File: src/rtl/regfile_mp.sv
// ---------------------------------------------------------------------------
// regfile_mp : multi-port processor register file with pending scoreboard.
//
// Three combinational read ports (Rn, Rm, Rs) and two write ports (ALU result
// and load/base writeback). The highest index (NREG-1) is the PC. It has no
// storage, and reads of it return the R15 input. An optional bypass forwards
// same-cycle writes to matching read ports. A per-register pending bit records
// issued destinations whose producer has not yet written back.
//
// Ports:
//   CLK, RESETn          clock (rising edge), asynchronous active-low reset
//   RA1..RA3             read indices
//   RD1..RD3             read data (combinational)
//   PEND1..PEND3         read index has an outstanding producer
//   WE1/WA1/WD1          write port 1 (ALU result)
//   WE2/WA2/WD2          write port 2 (load/base writeback); wins over port 1
//   R15                  PC value returned for reads of index NREG-1
//   ISSUE/IA             mark register IA pending at the next edge
// ---------------------------------------------------------------------------
module regfile_mp #(
    parameter int WIDTH  = 32,
    parameter int ADDR_W = 4,
    parameter int BYPASS = 1
) (
    input  logic              CLK,
    input  logic              RESETn,
    input  logic [ADDR_W-1:0] RA1,
    input  logic [ADDR_W-1:0] RA2,
    input  logic [ADDR_W-1:0] RA3,
    input  logic              WE1,
    input  logic [ADDR_W-1:0] WA1,
    input  logic [WIDTH-1:0]  WD1,
    input  logic              WE2,
    input  logic [ADDR_W-1:0] WA2,
    input  logic [WIDTH-1:0]  WD2,
    input  logic [WIDTH-1:0]  R15,
    input  logic              ISSUE,
    input  logic [ADDR_W-1:0] IA,
    output logic [WIDTH-1:0]  RD1,
    output logic [WIDTH-1:0]  RD2,
    output logic [WIDTH-1:0]  RD3,
    output logic              PEND1,
    output logic              PEND2,
    output logic              PEND3
);

    localparam int                NREG   = 1 << ADDR_W;
    localparam logic [ADDR_W-1:0] PC_IDX = {ADDR_W{1'b1}};

    // The PC entry of the array is never written and stays at its reset
    // value, so it collapses to constants; reads of PC_IDX never reach it.
    logic [WIDTH-1:0]  regs_r [NREG];
    logic [NREG-1:0]   pend_r;
    logic [NREG-1:0]   pend_nxt_s;

    logic              wr1_s;
    logic              wr2_s;
    logic              byp_en_s;

    logic [ADDR_W-1:0] ra_s   [3];
    logic [WIDTH-1:0]  rd_s   [3];
    logic              pend_s [3];

    // Writes that target the PC index are discarded.
    assign wr1_s = WE1 && (WA1 != PC_IDX);
    assign wr2_s = WE2 && (WA2 != PC_IDX);

    // Forwarding is suppressed while in reset. This makes reads show the
    // cleared state immediately.
    assign byp_en_s = (BYPASS != 0) && RESETn;

    assign ra_s[0] = RA1;
    assign ra_s[1] = RA2;
    assign ra_s[2] = RA3;

    // Register storage: port 2 is applied last so it wins on an index clash.
    always_ff @(posedge CLK or negedge RESETn) begin
        if (!RESETn) begin
            for (int i = 0; i < NREG; i++) begin
                regs_r[i] <= '0;
            end
        end else begin
            if (wr1_s) begin
                regs_r[WA1] <= WD1;
            end
            if (wr2_s) begin
                regs_r[WA2] <= WD2;
            end
        end
    end

    // Scoreboard next state: a fresh issue beats a retiring write.
    // The PC bit never becomes pending.
    always_comb begin
        pend_nxt_s = '0;
        for (int i = 0; i < NREG; i++) begin
            pend_nxt_s[i] = (ADDR_W'(i) != PC_IDX) &&
                            ((ISSUE && (IA == ADDR_W'(i))) ||
                             (pend_r[i] &&
                              !(wr1_s && (WA1 == ADDR_W'(i))) &&
                              !(wr2_s && (WA2 == ADDR_W'(i)))));
        end
    end

    // Scoreboard state register.
    always_ff @(posedge CLK or negedge RESETn) begin
        if (!RESETn) begin
            pend_r <= '0;
        end else begin
            pend_r <= pend_nxt_s;
        end
    end

    // Read ports: PC first, then bypass (port 2 before port 1), then storage.
    // A bypassed value is available now, so its pending flag is masked.
    always_comb begin
        for (int p = 0; p < 3; p++) begin
            rd_s[p]   = '0;
            pend_s[p] = 1'b0;
            if (ra_s[p] == PC_IDX) begin
                rd_s[p]   = R15;
                pend_s[p] = 1'b0;
            end else if (byp_en_s && wr2_s && (WA2 == ra_s[p])) begin
                rd_s[p]   = WD2;
                pend_s[p] = 1'b0;
            end else if (byp_en_s && wr1_s && (WA1 == ra_s[p])) begin
                rd_s[p]   = WD1;
                pend_s[p] = 1'b0;
            end else begin
                rd_s[p]   = regs_r[ra_s[p]];
                pend_s[p] = pend_r[ra_s[p]];
            end
        end
    end

    assign RD1   = rd_s[0];
    assign RD2   = rd_s[1];
    assign RD3   = rd_s[2];
    assign PEND1 = pend_s[0];
    assign PEND2 = pend_s[1];
    assign PEND3 = pend_s[2];

endmodule
File: config.mk
export PLATFORM = sky130hd
export DESIGN_NAME = regfile_mp
export DESIGN_NICKNAME = d
export VERILOG_FILES = /design/src/rtl/regfile_mp.sv
export SDC_FILE = /design/constraint.sdc
export NUM_CORES = 2
export LEC_CHECK = 0
export ABC_AREA = 0
export BUFFER_PORTS_ARGS = -buffer_cell sky130_fd_sc_hd__buf_4
export CORE_MARGIN = 8
export CORE_UTILIZATION = 35
export CTS_CLUSTER_SIZE = 16
export DETAILED_ROUTE_END_ITERATION = 8
export PLACE_DENSITY = 0.57
export SYNTH_ARGS = -nofsm -noshare
export SYNTH_HDL_FRONTEND = slang
export SYNTH_SLANG_ARGS = --single-unit
File: constraint.sdc
create_clock -name CLK -period 3.7 [get_ports CLK]
set_clock_uncertainty 0.1 [all_clocks]
set_input_delay 0.555 -clock CLK [delete_from_list [all_inputs] [get_ports CLK]]
set_output_delay 0.555 -clock CLK [all_outputs]
set_load 0.01 [all_outputs]
==> metrics.txt <==
Distinct cells, synth 53; hold crit path type in -> reg; Fill cells 10600; mux contribution to synthesized area 0.363; vias in the first global route 31800; Post-synth ARST share 1.00; Setup Fix Bufs, Post-CTS 0; post-synthesis adder-cell area fraction 0; drt initial violations 4091; Mapped Avg Cell Area 10.6 sq um; Buffers on Ports 223; Final Cycle Share 0.935; pin count of the biggest net entering global routing 164; Layout Area Growth over Synthesis 14.6%; Required @ worst endpoint 3.04 ns; first-pass GRT wire length 233 mm; Placed Cells 5025; most common cell after layout, fill and taps aside dfrtp_1; Critical Path Sink Type output port; Worst-Skew Late Latency 0.66 ns; met2 Usage GRT 0.390; # H-tree levels 2; gpl congestion 0.857; Critical Path AT 2.80 ns; design area 44400 sq um; Rows 122; dominant synthesized flop cell dfrtp_1; Synth Cell Area 38800 sq um; total grt overflow 0; fin cells 5141; Die W 349 um; XOR/XNOR Fraction of Synth Area 0.00542; ant diodes 0; RSZ-0062 raised after global routing no; Ports 224; clk root buf clkbuf_16; Worst slew margin 0.240; total power 22.2 mW; Routed WL 161 mm; Synth Warn # 0; Nets 3726; CTS Sinks 527; register area share after synthesis 0.340; met3 usage 0.0642; clk slew on worst S/H paths 0.06 ns; Starting Density 0.352; detailed-route via count 32600; clock buffer depth 3; placed cell areas 42200 sq um; CTS tree built; CTS Buf Count 61; Total Routing Usage GR 0.256; Fmax 0.289 GHz; gr busiest metal met2; Final min period 3.46 ns; Die ar. 122000 sq um; share of cells above drive strength 1 0.257; Final ANT Viol Nets 0; vias per inst 6.34; largest family of logic cells by synthesized area multiplexers; crit start category input port; Min-Delay Path Depth 3; slew of the pin with the lowest slew margin 1.14 ns; Hold Fails Final Rpt 0; Post-Synthesis Cells 3667; simple-gate portion of the synthesized area 0.0785; Leak 18.0 nW; Residual DRC 0; maximum fanout along the worst path 15; wire length per cell 31.3 um; R2R depth 2; Synth Area in Compound Gates 0.155; DRT Pass-1 Iters 6; Core ar. 110000 sq um; status finished clean; DIE HEIGHT 349 um; EDFF count, synth 0; final setup vio count 0; Setup TNS 0 ns; count of state elements after synthesis 527; initial antenna violation count 4; worst vdd ir 0.000402 V; Slew Viols, Final 0; Max-Cap Viols 0; most frequent cells in the layout dfrtp_1 (527), mux2i_1 (521), mux4_2 (393); PwrDens 499 nW/um^2; GR Util met1 0.344; syn_nets 3792; hpwl dp 101 mm; kind of critical path in -> out
[flip-flops by register name, indices dropped and copies added, names as in the netlist]
name,cells
regs_r,512
pend_r,15
[synth_stat cells, types with 2 or more instances]
cell type,number,share of area
dfrtp_1,527,0.34
mux2i_1,521,0.13
mux4_2,393,0.23
nor2_1,365,0.035
clkbuf_1,304,0.029
nand2_1,291,0.028
a21oi_1,288,0.037
o21ai_0,258,0.033
a22o_1,120,0.027
buf_2,107,0.014
a32o_1,67,0.017
a22oi_1,62,0.012
a31oi_1,61,0.0098
buf_1,55,0.0053
o21ai_1,41,0.0053
buf_4,36,0.0070
o2bb2a_1,32,0.0083
xnor2_1,14,0.0032
nor2b_1,10,0.0016
xor2_1,10,0.0023
nand3_1,9,0.0012
nand2b_1,8,0.0013
nor2_2,8,0.0013
and2_1,7,0.0011
buf_6,7,0.0020
nand3b_1,7,0.0014
o211ai_1,6,0.0012
clkbuf_2,5,0.00065
nor3_1,5,0.00065
and3_1,4,0.00065
o22ai_1,4,0.00065
or3_1,4,0.00065
a32oi_1,3,0.00068
nand4_1,3,0.00048
a21oi_2,2,0.00045
a221oi_1,2,0.00045
nor3b_1,2,0.00039
nor4_4,2,0.0011
o31ai_1,2,0.00039
or2_2,2,0.00032
[worst max-delay path, cell delays in order]
cell and delay, ns:
buf_8 0.22, buf_4 0.25, xnor2_1 0.13, nand4_1 0.10
buf_4 0.17, o21ai_4 0.46, buf_4 0.35, o21ai_1 0.28
buf_4 0.24
[per-stage QoR]
step	hold WS, ns	util	setup WS [ns]
after floorplan	0.159	-	0.939
after global placement	0.292	0.383	0.117
after detailed placement	0.301	0.383	0.0963
after CTS	0.0625	0.403	0.0841
after global routing	0.106	0.403	0.175
final	0.0824	0.403	0.242
[path summary, 6_finish.rpt]
check	startpoint	endpoint	slack (ns)
hold reg to reg	regs_r[12]	regs_r[12]	0.31
min in group asynchronous	RESETn	regs_r[1]	0.55
setup reg to reg	regs_r[347]	regs_r[347]	2.77
max in group asynchronous	RESETn	regs_r[82]	0.82
hold / removal	IA[0]	pend_r[11]	0.08
setup / recovery	RA1[1]	RD1[13]	0.24
[final cells by class]
cell class | count | area (sq um) | share of cell area
timing repair buffer | 385 | 3530 | 0.0796
clock buffer | 96 | 1910 | 0.0430
multi-input combinational | 2625 | 23600 | 0.532
tap | 1488 | 1860 | 0.0419
clock inverter | 19 | 299 | 0.00673
sequential | 527 | 13200 | 0.297
inverter | 1 | 3.75 | 0.0000845
[logic make-up after synthesis]
| family | after synthesis |
|---|---|
| flops | 527 |
| xor+xnor | 24 |
| buf+inv | 515 |
| compound gates | 950 |
| mux | 914 |
| simple gates | 737 |
[metal layers]
| metal | up-vias | share of wire |
|---|---|---|
| met2 | 2022 | 0.44 |
| met4 | 6 | 0.052 |
| met3 | 441 | 0.11 |
| met1 | 16400 | 0.40 |
| met5 | - | 0.00086 |
| li1 | 13700 | - |
[repair_timing]
action,CTS,global route
hold buffers,1,0
resized for setup,0,1
endpoints found under the setup margin,0,1
endpoints found under the hold margin,34,0
[power by group]
group          internal (mW)  switching (mW)  leakage [nW]
Combinational           3.76            3.16          10.6
Clock                   4.01            2.69          1.09
Sequential              7.15            1.39          6.31
Total                   14.9            7.24          18.0
(Power assumes the default switching activity.)
